### src/rtl/runs_pkg.sv
// rtl/runs_pkg.sv - shared frame geometry, FSM states and health-checker limits
package runs_pkg;

  localparam int N = 20000;
  localparam int W = 15;

  // Acceptance window of the monobit/runs checker; a frame passes only when
  // both its ones count and its runs count fall inside these inclusive bounds.
  localparam int ONES_MIN = 9818;
  localparam int ONES_MAX = 10181;
  localparam int RUNS_MIN = 9815;
  localparam int RUNS_MAX = 10179;

  typedef enum logic [2:0] {
    IDLE,
    PLAN,
    LONG1,
    LONG0,
    ALT,
    DONE
  } state_e;

endpackage

### src/rtl/runs_gen_plan.sv
// rtl/runs_gen_plan.sv - turns targets K/R into run lengths and a feasibility flag
module runs_gen_plan #(
  parameter int N = runs_pkg::N,
  parameter int W = runs_pkg::W
) (
  input  logic         clk,
  input  logic         rst,
  input  logic         load,
  input  logic [W-1:0] k,
  input  logic [W-1:0] r,
  output logic [W-1:0] len1,
  output logic [W-1:0] len0,
  output logic [W-1:0] alt_len,
  output logic         err
);

  localparam logic [W-1:0] NW = W'(N);

  logic [W:0]   ro;
  logic [W-1:0] rz;
  logic [W-1:0] z;

  logic [W-1:0] len1_d, len1_q;
  logic [W-1:0] len0_d, len0_q;
  logic [W-1:0] alt_len_d, alt_len_q;
  logic         err_d, err_q;

  always_comb begin
    // One extra bit keeps (R+1)>>1 exact when R is all ones.
    ro        = ({1'b0, r} + (W+1)'(1)) >> 1;
    rz        = r >> 1;
    z         = NW - k;
    len1_d    = len1_q;
    len0_d    = len0_q;
    alt_len_d = alt_len_q;
    err_d     = err_q;
    if (load) begin
      err_d = (k == '0) || (r == '0) || (k > NW) || (ro > {1'b0, k}) ||
              (rz > z) || ((rz == '0) && (z != '0));
      len1_d    = k - ro[W-1:0] + W'(1);
      len0_d    = (rz == '0) ? '0 : (z - rz + W'(1));
      alt_len_d = (r >= W'(2)) ? (r - W'(2)) : '0;
    end
  end

  always_ff @(posedge clk) begin
    if (rst) begin
      len1_q    <= '0;
      len0_q    <= '0;
      alt_len_q <= '0;
      err_q     <= 1'b0;
    end else begin
      len1_q    <= len1_d;
      len0_q    <= len0_d;
      alt_len_q <= alt_len_d;
      err_q     <= err_d;
    end
  end

  assign len1    = len1_q;
  assign len0    = len0_q;
  assign alt_len = alt_len_q;
  assign err     = err_q;

endmodule

### src/rtl/runs_pattern_gen.sv
// rtl/runs_pattern_gen.sv - emits one N-bit frame holding exactly K ones and R runs
module runs_pattern_gen #(
  parameter int N = runs_pkg::N,
  parameter int W = runs_pkg::W
) (
  input  logic         clk,
  input  logic         rst,
  input  logic         start,
  input  logic [W-1:0] target_ones,
  input  logic [W-1:0] target_runs,
  output logic         bit_out,
  output logic         bit_valid,
  output logic         sof,
  output logic         eof,
  output logic         busy,
  output logic         done,
  output logic         cfg_err
);

  import runs_pkg::*;

  localparam logic [W-1:0] LAST_IDX = W'(N - 1);

  state_e       state_q, state_d;
  logic [W-1:0] run_cnt_q, run_cnt_d;
  logic [W-1:0] alt_cnt_q, alt_cnt_d;
  logic [W-1:0] bit_idx_q, bit_idx_d;
  logic         alt_bit_q, alt_bit_d;
  logic         err_pend_q, err_pend_d;

  logic         bit_out_q, bit_out_d;
  logic         bit_valid_q, bit_valid_d;
  logic         sof_q, sof_d;
  logic         eof_q, eof_d;
  logic         busy_q, busy_d;
  logic         done_q, done_d;
  logic         cfg_err_q, cfg_err_d;

  logic         plan_load;
  logic [W-1:0] len1, len0, alt_len;
  logic         plan_err;
  logic         emit, emit_val;

  runs_gen_plan #(
    .N (N),
    .W (W)
  ) u_plan (
    .clk     (clk),
    .rst     (rst),
    .load    (plan_load),
    .k       (target_ones),
    .r       (target_runs),
    .len1    (len1),
    .len0    (len0),
    .alt_len (alt_len),
    .err     (plan_err)
  );

  always_comb begin
    state_d    = state_q;
    run_cnt_d  = run_cnt_q;
    alt_cnt_d  = alt_cnt_q;
    alt_bit_d  = alt_bit_q;
    bit_idx_d  = bit_idx_q;
    err_pend_d = 1'b0;
    plan_load  = 1'b0;
    emit       = 1'b0;
    emit_val   = 1'b0;
    done_d     = 1'b0;

    case (state_q)
      IDLE: begin
        if (start) begin
          plan_load = 1'b1;
          state_d   = PLAN;
        end
      end
      PLAN: begin
        if (plan_err) begin
          err_pend_d = 1'b1;
          state_d    = IDLE;
        end else begin
          run_cnt_d = len1;
          bit_idx_d = '0;
          state_d   = LONG1;
        end
      end
      LONG1: begin
        emit      = 1'b1;
        emit_val  = 1'b1;
        run_cnt_d = run_cnt_q - W'(1);
        if (run_cnt_q == W'(1)) begin
          if (len0 != '0) begin
            run_cnt_d = len0;
            state_d   = LONG0;
          end else begin
            state_d = DONE;
          end
        end
      end
      LONG0: begin
        emit      = 1'b1;
        emit_val  = 1'b0;
        run_cnt_d = run_cnt_q - W'(1);
        if (run_cnt_q == W'(1)) begin
          if (alt_len != '0) begin
            alt_cnt_d = alt_len;
            alt_bit_d = 1'b1;
            state_d   = ALT;
          end else begin
            state_d = DONE;
          end
        end
      end
      ALT: begin
        emit      = 1'b1;
        emit_val  = alt_bit_q;
        alt_bit_d = ~alt_bit_q;
        alt_cnt_d = alt_cnt_q - W'(1);
        if (alt_cnt_q == W'(1)) begin
          state_d = DONE;
        end
      end
      DONE: begin
        done_d  = 1'b1;
        state_d = IDLE;
      end
      default: state_d = IDLE;
    endcase

    if (emit) begin
      bit_idx_d = bit_idx_q + W'(1);
    end

    // Outputs are registered, so every flag trails the state that produced it by one edge.
    bit_valid_d = emit;
    bit_out_d   = emit & emit_val;
    sof_d       = emit && (bit_idx_q == '0);
    eof_d       = emit && (bit_idx_q == LAST_IDX);
    busy_d      = (state_q != IDLE);
    cfg_err_d   = err_pend_q;
  end

  always_ff @(posedge clk) begin
    if (rst) begin
      state_q     <= IDLE;
      run_cnt_q   <= '0;
      alt_cnt_q   <= '0;
      bit_idx_q   <= '0;
      alt_bit_q   <= 1'b0;
      err_pend_q  <= 1'b0;
      bit_out_q   <= 1'b0;
      bit_valid_q <= 1'b0;
      sof_q       <= 1'b0;
      eof_q       <= 1'b0;
      busy_q      <= 1'b0;
      done_q      <= 1'b0;
      cfg_err_q   <= 1'b0;
    end else begin
      state_q     <= state_d;
      run_cnt_q   <= run_cnt_d;
      alt_cnt_q   <= alt_cnt_d;
      bit_idx_q   <= bit_idx_d;
      alt_bit_q   <= alt_bit_d;
      err_pend_q  <= err_pend_d;
      bit_out_q   <= bit_out_d;
      bit_valid_q <= bit_valid_d;
      sof_q       <= sof_d;
      eof_q       <= eof_d;
      busy_q      <= busy_d;
      done_q      <= done_d;
      cfg_err_q   <= cfg_err_d;
    end
  end

  // The run structure and the bit index must run out on the same bit.
  eof_matches_structure: assert property (
    @(posedge clk) disable iff (rst)
    emit |-> ((state_d == DONE) == (bit_idx_q == LAST_IDX))
  );

  assign bit_out   = bit_out_q;
  assign bit_valid = bit_valid_q;
  assign sof       = sof_q;
  assign eof       = eof_q;
  assign busy      = busy_q;
  assign done      = done_q;
  assign cfg_err   = cfg_err_q;

endmodule

### config.mk
export PLATFORM = sky130hd
export DESIGN_NAME = runs_pattern_gen
export DESIGN_NICKNAME = d
export VERILOG_FILES = /design/src/rtl/runs_pkg.sv /design/src/rtl/runs_gen_plan.sv /design/src/rtl/runs_pattern_gen.sv
export SDC_FILE = /design/constraint.sdc
export NUM_CORES = 1
export LEC_CHECK = 0
export BUFFER_PORTS_ARGS = -buffer_cell sky130_fd_sc_hd__buf_2
export CORE_AREA = 2 2 129 162
export DETAILED_ROUTE_END_ITERATION = 16
export DIE_AREA = 0 0 131 164
export HOLD_SLACK_MARGIN = 0.03
export PLACE_DENSITY_LB_ADDON = 0.12
export SYNTH_ARGS = -nofsm -noshare
export SYNTH_HDL_FRONTEND = slang
export SYNTH_SLANG_ARGS = --single-unit
### constraint.sdc
create_clock -name clk -period 6.2 [get_ports clk]
set_input_delay 0.62 -clock clk [delete_from_list [all_inputs] [get_ports clk]]
set_output_delay 0.62 -clock clk [all_outputs]
set_load 0.01 [all_outputs]
==> reports/qor.csv, run 1 <==
metric,value,unit
"Clk Latency, worst-skew pair",350,ps
total gr overflow,0,
max frequency,254,MHz
fillers,2049,
post-synth top area cell,dfxtp_1,
Syn-to-layout area delta,7.66,%
GR Layer Usage met2,0.372,
antenna diode count,0,
post-CTS sizing,0,
post-synthesis register bit count,103,
clock net sink count,103,
post-route ant nets,0,
Worst slew margin,0.265,
Mapped Area,8220,sq um
CTS tree,yes,
first-pass detailed-route iteration total,5,
crit path DAT,4200,ps
"Net Count, Synth",1186,
# hold bufs at CTS,0,
"Hold Vio Cnt, Final",0,
Synth async-reset ratio,0,
"Slew Viols, Final",0,
Critical Path Fanout Max,9,
setup TNS,0,ps
clock skew,10.3,ps
status,finished clean,
Cells after Synth,1061,
Pleak,3.56,nW
Top Family by Delay on Critical Path,compound AO/OA/AOI/OAI gates,
row count,58,
"Buf+Inv Stages, Crit Path",1,
Yosys cell types,87,
Util after Layout,0.443,
"Avg Cell Area, Syn",7.74,sq um
Num CTS Buffers,9,
top post-synthesis cells by area,"dfxtp_1, ha_1, nor2_1",
global routing's busiest layer,met2,
DIE AREA,21500,sq um
gr usage total,0.221,
Core Area,20000,sq um
first-pass GRT wire length,37.7,mm
CP Cell Sequence,buf_2 > ha_1 > nand2_1 > or3_1 > xnor2_1 > ha_1 > ha_1 > or3_1 > o21ai_1 > o31ai_2 > a2111oi_0 > o41ai_1 > xnor2_1 > a211oi_1,
ys flop type,dfxtp_1,
vias in the first global route,7120,
post-route minimum period,3940,ps
critical path type,primary input to flop,
max incr delay on CP,590,ps
worst min-delay path category,flop to flop,
gpl congestion,0.868,
most used cell along the critical path,ha_1,
Post-CTS Setup Inserts,0,
Worst VDD drop,0.000166,V
endpoint class of the critical path,flop,
worst path required time,6460,ps
Commonest cells post-synth,"nor2_1, dfxtp_1, nand2_1",
type of origin of the critical path,primary input,
"Power, Total",3.02,mW
Max clock buf depth,2,
"Slowest-stage cell, CP",a2111oi_0,
DRC violation total after the first TritonRoute iteration,462,
largest net degree at the start of global routing,54,
endpoints failing setup,0,
dpl cell area,8520,sq um
sequential fraction of the synthesis area,0.251,
Via density,5.58,
RSZ-0062 raised after global routing,false,
die extent in x,131,microns
DRC Markers,0,
max_cap viols,0,
Final Cycle Share,0.636,
YS warnings,0,
PortBufs,39,
DPL Wire Length,17.9,mm
vias,7499,
Post-layout nets,1196,
CTS H-Tree Depth,3,
initial antenna violation count,0,
clock slew at reported path FFs,70,ps
top cell type's share of synthesized area,0.251,
Post-Route WL,23.1,mm
DR WL/cell,17.1,microns
design area,8850,sq um
Ports,40,
"EDFF count, synth",0,
GR Util met3,0.0215,
Pwr per Cell Area,342,nW/um^2
Root Driver,clkbuf_16,
Initial Util,0.412,
most instantiated library cell after synthesis,nor2_1,
share of cells above drive strength 1,0.0837,
chip height,164,microns
met1 GRT Util,0.293,
worst-margin pin slew,1100,ps
[worst reg2reg max path, cell delays in order (launching register included)]
cell      delay [ps]
dfxtp_1          500
nor3_1           490
and2_1           700
o21ai_0          360
a31oi_1          280
o21ai_0          130
nor4_1           330
a311oi_1         140
[per-stage QoR]
step / worst slack (ps) / hold WS (ps) / cells
final: 2260 / 440 / 1345
after global routing: 1920 / 471 / 1345
after CTS: 2260 / 448 / 1345
after detailed placement: 1890 / 431 / 1330
after global placement: 1900 / 426 / 1330
after floorplan: 2280 / 414 / 1061
[final timing paths]
path | slack, ps | startpoint | depth (start not counted) | to
worst max register to register | 3130 | state_q[0]$_SDFFE_PP0P_ | 7 | u_plan.err$_SDFFE_PP0P_
worst min-delay path | 440 | cfg_err_d$_SDFF_PP0_ | 1 | cfg_err$_SDFF_PP0_
worst min register to register | 440 | cfg_err_d$_SDFF_PP0_ | 1 | cfg_err$_SDFF_PP0_
worst max-delay path | 2260 | target_runs[2] | 14 | u_plan.len1[14]$_SDFFE_PP0P_
[where the power goes]
part / leakage (nW) / total (mW) / internal, mW / switching, mW
logic: 2.56 / 1.42 / 0.537 / 0.884
registers: 0.840 / 0.964 / 0.801 / 0.163
clock network: 0.162 / 0.639 / 0.376 / 0.263
total: 3.56 / 3.02 / 1.71 / 1.31
[registers in the layout (all words and copies together) (netlist names)]
signal / count
alt_bit_q: 1
alt_cnt_q: 15
bit_idx_q: 15
bit_out: 1
bit_valid: 1
busy: 1
cfg_err: 1
cfg_err_d: 1
done: 1
eof: 1
run_cnt_q: 15
sof: 1
state_q: 3
u_plan.alt_len: 15
u_plan.err: 1
u_plan.len0: 15
u_plan.len1: 15
[cells in the final DEF, fill, tap and decap left out, types with 4 or more instances in the layout]
cell type / instances
a211oi_1: 20
a21o_1: 5
a21oi_1: 69
a221oi_1: 4
a22oi_1: 24
a311oi_1: 6
a31oi_1: 8
and2_1: 8
and3_1: 5
buf_2: 39
buf_4: 5
clkbuf_16: 9
dfxtp_1: 103
ha_1: 89
inv_1: 69
inv_2: 6
nand2_1: 89
nand2b_1: 6
nand3_1: 30
nand3b_1: 4
nand4_1: 15
nor2_1: 123
nor2b_1: 14
nor3_1: 45
nor3b_1: 6
nor4_1: 24
nor4b_1: 5
o211ai_1: 12
o21a_1: 8
o21ai_0: 37
o21ai_1: 22
o22ai_1: 7
o31ai_1: 10
or3_1: 9
or4_1: 4
xnor2_1: 45
xor2_1: 15
[cell type report]
cell class                      count  area (sq um)  area share
Tap cell                          270           338      0.0382
Sequential cell                   103          2060       0.233
Multi-Input combinational cell    838          5600       0.633
Clock buffer                       11           253      0.0286
Inverter                           75           282      0.0318
Timing Repair Buffer               44           233      0.0263
Clock inverter                      4          77.6     0.00877
[per-layer routing]
layer	wire length [microns]	vias to the layer above
met5	0	-
met4	601	0
met3	671	33
met2	11000	144
met1	10700	3476
li1	-	3846
[cells by family (layout without fill, tap and decap cells)]
logic type	after synthesis	after routing	share of synthesized area
buffers and inverters	120	134	0.0676
flip-flops	103	103	0.251
AND/OR/NAND/NOR	408	408	0.247
adder cells (fa/ha/maj)	92	92	0.143
multiplexers	2	2	0.00244
AO/OA/AOI/OAI	276	276	0.225
XOR/XNOR	60	60	0.0640
No activity file was read; power rests on OpenSTA's default activity.
==> run 2: changes to the inputs <==
==> constraint.sdc (replaced) <==
create_clock -name clk -period 4 [get_ports clk]
set_input_delay 0.4 -clock clk [delete_from_list [all_inputs] [get_ports clk]]
set_output_delay 0.4 -clock clk [all_outputs]
set_load 0.01 [all_outputs]
==> run 2 against run 1 <==
Compared with the run above:
- critical endpoint unchanged
- highest routed layer unchanged
- count of clock-buffer cells in the layout down 2
- wire length down 0.50%
- critical path depth unchanged
- sequential share of layout area down 0.085 points
- first-iteration DRC count up 0.87%
- cell count up 0.89%
==> reports/qor.csv, run 2 (same netlist as run 1, synthesis figures left out) <==
metric,value,unit,change
status,finished clean,,
Worst R2R Start,run_cnt_q[2]$_SDFFE_PP0P_,,
worst reg2reg path depth,7,,unchanged
total gr overflow,0,,unchanged
DRC Markers,0,,unchanged
Max clock buf depth,2,,unchanged
vias,7585,,+1.1%
type of origin of the critical path,primary input,,
RSZ-0062 raised after global routing,false,,
DIE AREA,21500,sq um,unchanged
first-pass GRT wire length,36.9,mm,-2.1%
CTS tree,yes,,
largest net degree at the start of global routing,51,,-5.6%
worst path required time,4270,ps,-2190 ps
DR WL/cell,16.9,microns,-1.4%
Root Driver,clkbuf_16,,
fillers,2097,,+2.3%
"Slew Viols, Final",0,,unchanged
worst-margin pin slew,671,ps,-431 ps
antenna diode count,0,,unchanged
endpoints failing setup,0,,unchanged
Pleak,3.59,nW,+0.88%
crit path DAT,3870,ps,-330 ps
Syn-to-layout area delta,8.06,%,
Initial Util,0.412,,unchanged
Core Area,20000,sq um,unchanged
Ports,40,,unchanged
max frequency,278,MHz,
most frequent cells in the layout,"nor2_1, dfxtp_1, nand2_1, ha_1",,
initial antenna violation count,0,,unchanged
CTS H-Tree Depth,3,,unchanged
chip height,164,microns,unchanged
die extent in x,131,microns,unchanged
Hold Crit Start,target_runs[0],,
Util after Layout,0.445,,+0.00163
row count,58,,unchanged
share of cells above drive strength 1,0.0938,,+0.0101
Post-layout nets,1207,,+0.92%
Worst slew margin,0.552,,+0.287
vias in the first global route,6945,,-2.5%
Num CTS Buffers,9,,unchanged
max_cap viols,0,,unchanged
Via density,5.59,,+0.25%
Worst Hold End,u_plan.alt_len[0]$_SDFFE_PP0P_,,
post-route minimum period,3600,ps,
Final Cycle Share,0.900,,
"commonest non-fill, non-tap cell in the layout",nor2_1,,
first-pass detailed-route iteration total,4,,-1
worst r2r dst,alt_cnt_q[9]$_SDFFE_PP0P_,,
clock slew at reported path FFs,80,ps,about the same
"Hold Vio Cnt, Final",0,,unchanged
gpl congestion,0.892,,+2.7%
Post-Route WL,22.9,mm,-0.50%
Pwr per Cell Area,515,nW/um^2,+51%
PortBufs,39,,unchanged
DRC violation total after the first TritonRoute iteration,466,,+0.87%
worst min-delay path category,primary input to flop,,
post-route ant nets,0,,unchanged
endpoint class of the critical path,flop,,
gr usage total,0.217,,-0.00348
Hold Crit Depth,3,,+2
"Clk Latency, worst-skew pair",360,ps,about the same
Critical Path Fanout Max,7,,-2
clock net sink count,103,,unchanged
Worst VDD drop,0.000294,V,+77%
R2R Setup Slk,1320,ps,-1810 ps
DPL Wire Length,18.0,mm,+0.21%
critical path type,primary input to flop,,
Worst Hold Slack,359,ps,-80.5 ps
clock skew,14.4,ps,+4.07 ps
-- run 2: critical path: stages --
cell	delay [ps]
buf_2	140
ha_1	180
nand2_1	80
or3_1	400
xnor2_1	320
ha_1	330
ha_1	290
or3_1	380
o21ai_1	130
o31ai_2	110
a2111oi_1	550
o41ai_1	200
xnor2_1	150
a211oi_1	210
-- run 2: power breakdown --
group	switching (mW)	internal, mW
combinational	1.36	0.851
clock	0.436	0.430
sequential	0.250	1.24
-- run 2: cell type report --
type                            count  area, sq um  share of cell area
Inverter                           75          282              0.0317
Tap cell                          270          338              0.0380
Sequential cell                   103         2060               0.232
Timing Repair Buffer               55          315              0.0355
Clock inverter                      7         53.8             0.00606
Multi-Input combinational cell    838         5600               0.631
Clock buffer                        9          225              0.0254
-- run 2: timing repair --
action                                  in CTS  in global routing
endpoints found under the setup margin       0                  1
hold buffers                                 0                  0
setup buffers                                0                  0
gates resized for setup                      0                  1
-- run 2: metrics by stage --
| stage | std cells | TNS [ps] | setup WS [ps] | area, sq um | power (mW) |
|---|---|---|---|---|---|
| 2_1_floorplan | 1061 | 0 | 298 | 8220 | 3.15 |
| 3_3_place_gp | 1341 | -5.50 | -5.50 | 8600 | 3.72 |
| 3_5_place_dp | 1341 | -27.4 | -27.4 | 8600 | 3.72 |
| 4_1_cts | 1357 | 0 | 326 | 8880 | 4.59 |
| 5_1_grt | 1357 | 0 | 89.1 | 8880 | 4.95 |
| 6_report | 1357 | 0 | 400 | 8880 | 4.57 |
-- run 2: worst max path at each step --
stage | from | to | slack, ps | depth (start not counted)
2_1_floorplan | target_runs[3] | u_plan.len1[14]$_SDFFE_PP0P_ | 300 | 16
3_3_place_gp | target_runs[1] | u_plan.len1[14]$_SDFFE_PP0P_ | -6 | 14
3_5_place_dp | target_runs[1] | u_plan.len1[14]$_SDFFE_PP0P_ | -30 | 14
4_1_cts | target_runs[1] | u_plan.len1[14]$_SDFFE_PP0P_ | 330 | 14
5_1_grt | target_runs[1] | u_plan.len1[14]$_SDFFE_PP0P_ | 90 | 16
6_report | target_runs[1] | u_plan.len1[14]$_SDFFE_PP0P_ | 400 | 14
-- run 2: per-layer routing --
| metal | global-route usage | routed length [microns] |
|---|---|---|
| met1 | 0.292 | 10600 |
| met2 | 0.369 | 11100 |
| met3 | 0.0244 | 761 |
| met4 | 0.0575 | 411 |
| met5 | 0 | 0 |
==> run 3: changes to the inputs <==
==> constraint.sdc (replaced) <==
create_clock -name clk -period 4 [get_ports clk]
set_input_delay 0.2 -clock clk [delete_from_list [all_inputs] [get_ports clk]]
set_output_delay 0.2 -clock clk [all_outputs]
set_load 0.01 [all_outputs]
==> run 3 against run 2 <==
Compared with the run above:
- first-iteration DRC count shrank 12%
- utilization up 0.069 points
- maximum frequency increased by 3.5%
- power is 1.5% higher
- cell count shrank 0.29%
- non-clock buffer count is 2 lower
- critical path depth did not move
- clock power rose by 8.7%
- worst setup slack gained 120 ps
- critical path type unchanged
- highest routed layer unchanged
==> reports/qor.csv, run 3 (same netlist as run 1, synthesis figures left out) <==
metric,value,unit,change
status,finished clean,,
post-route ant nets,0,,unchanged
gpl congestion,0.879,,-1.4%
first-pass detailed-route iteration total,5,,+1
clock skew,13.4,ps,-0.937 ps
chip height,164,microns,unchanged
clock net sink count,103,,unchanged
Final Cycle Share,0.869,,-0.0308
PortBufs,39,,unchanged
post-route minimum period,3480,ps,-123 ps
Core Area,20000,sq um,unchanged
DRC violation total after the first TritonRoute iteration,409,,-12%
largest net degree at the start of global routing,53,,+3.9%
Post-layout nets,1205,,-0.17%
vias in the first global route,7059,,+1.6%
first-pass GRT wire length,37.1,mm,+0.50%
CTS H-Tree Depth,3,,unchanged
Worst slew margin,0.190,,-0.362
design area,8890,sq um,+0.15%
Num CTS Buffers,9,,unchanged
"Slew Viols, Final",0,,unchanged
max frequency,288,MHz,+3.5%
CP Cell Sequence,buf_2 > ha_1 > nand2_1 > or3_1 > xnor2_1 > ha_1 > ha_1 > or3_1 > o21ai_1 > o31ai_2 > a2111oi_0 > o41ai_1 > xnor2_1 > a211oi_1,,
Initial Util,0.412,,unchanged
"Buf+Inv Stages, Crit Path",1,,unchanged
share of cells above drive strength 1,0.0905,,-0.00335
worst path required time,4260,ps,about the same
Root Driver,clkbuf_16,,
dpl cell area,8580,sq um,-0.17%
most frequent cells in the layout,"nor2_1, dfxtp_1, nand2_1, ha_1",,
Via density,5.57,,-0.39%
clock slew at reported path FFs,80,ps,about the same
die extent in x,131,microns,unchanged
Pwr per Cell Area,522,nW/um^2,+1.4%
gr usage total,0.218,,+0.000306
worst reg2reg path depth,6,,-1
RSZ-0062 raised after global routing,false,,
Worst VDD drop,0.000214,V,-27%
setup TNS,0,ps,unchanged
Top Family by Delay on Critical Path,compound AO/OA/AOI/OAI gates,,
crit path DAT,3740,ps,-130 ps
# hold bufs at CTS,0,,unchanged
Syn-to-layout area delta,8.22,%,
max incr delay on CP,600,ps,+50 ps
DPL Wire Length,18.1,mm,+0.64%
Hold Crit Depth,3,,unchanged
CTS tree,yes,,
row count,58,,unchanged
Ports,40,,unchanged
"Clk Latency, worst-skew pair",350,ps,about the same
critical path type,primary input to flop,,
Critical Path Fanout Max,7,,unchanged
Pleak,3.58,nW,-0.18%
type of origin of the critical path,primary input,,
max_cap viols,0,,unchanged
Post-Route WL,23.0,mm,+0.31%
endpoints failing setup,0,,unchanged
total gr overflow,0,,unchanged
DR WL/cell,17.0,microns,+0.61%
DRC Markers,0,,unchanged
"commonest non-fill, non-tap cell in the layout",nor2_1,,
DIE AREA,21500,sq um,unchanged
worst-margin pin slew,1220,ps,+545 ps
Post-CTS Setup Inserts,0,,unchanged
worst min-delay path category,primary input to flop,,
"Hold Vio Cnt, Final",0,,unchanged
Worst Hold Slack,156,ps,-203 ps
most used cell along the critical path,ha_1,,
Max clock buf depth,2,,unchanged
cell depth of the worst setup path,14,,unchanged
initial antenna violation count,0,,unchanged
"Slowest-stage cell, CP",a2111oi_0,,
endpoint class of the critical path,flop,,
vias,7533,,-0.69%
antenna diode count,0,,unchanged
post-CTS sizing,0,,unchanged
[run 3: cell types whose count changed in the layout (fill, tap and decap cells not counted), sizes merged]
cell and change:
bufinv +2, buf -2, inv -2, clkinv -4, clkinvlp +2
[run 3: per-stage QoR]
stage	instances	power, mW	setup WS (ps)	utilization
floorplan	1061	3.15	498	-
finish	1353	4.64	523	0.446
CTS	1353	4.67	506	0.446
global route	1353	4.99	109	0.446
detailed placement	1339	3.71	146	0.430
global placement	1339	3.71	172	0.430
[run 3: final timing paths]
kind | from | to | slack (ps)
max | target_runs[1] | u_plan.len1[14]$_SDFFE_PP0P_ | 520
min | target_runs[0] | u_plan.alt_len[0]$_SDFFE_PP0P_ | 160
max reg2reg | run_cnt_q[2]$_SDFFE_PP0P_ | alt_cnt_q[6]$_SDFFE_PP0P_ | 1360
min reg2reg | cfg_err_d$_SDFF_PP0_ | cfg_err$_SDFF_PP0_ | 430
[run 3: area by class of cell]
type	instances	area (sq um)
flip-flops and latches	103	2060
inverters	75	282
multi-input cells	838	5600
clock buffers	9	225
well taps	270	338
repair buffers	53	300
fillers	2037	11100
clock inverters	5	83.8
[run 3: power by group]
part           leakage (nW)  total (mW)  internal, mW  switching [mW]
clock                 0.144       0.941         0.544           0.397
combinational          2.60        2.20         0.845            1.36
sequential            0.840        1.49          1.24           0.252
[run 3: worst min-delay path: cells and delay by family]
| family | cells | cell delay, ps |
|---|---|---|
| AND/OR/NAND/NOR | 1 | 80 |
| AO/OA/AOI/OAI | 1 | 80 |
| buffers and inverters | 1 | 120 |
[run 3: metal layers]
layer  vias to the layer above  GRT usage  routed length [microns]  part of all wire
met2                       136      0.368                    10900              0.47
li1                       3871          -                        -                 -
met3                        33     0.0179                      648             0.028
met4                         0     0.0808                      648             0.028
met5                         -          0                        0                 0
met1                      3493      0.288                    10800              0.47
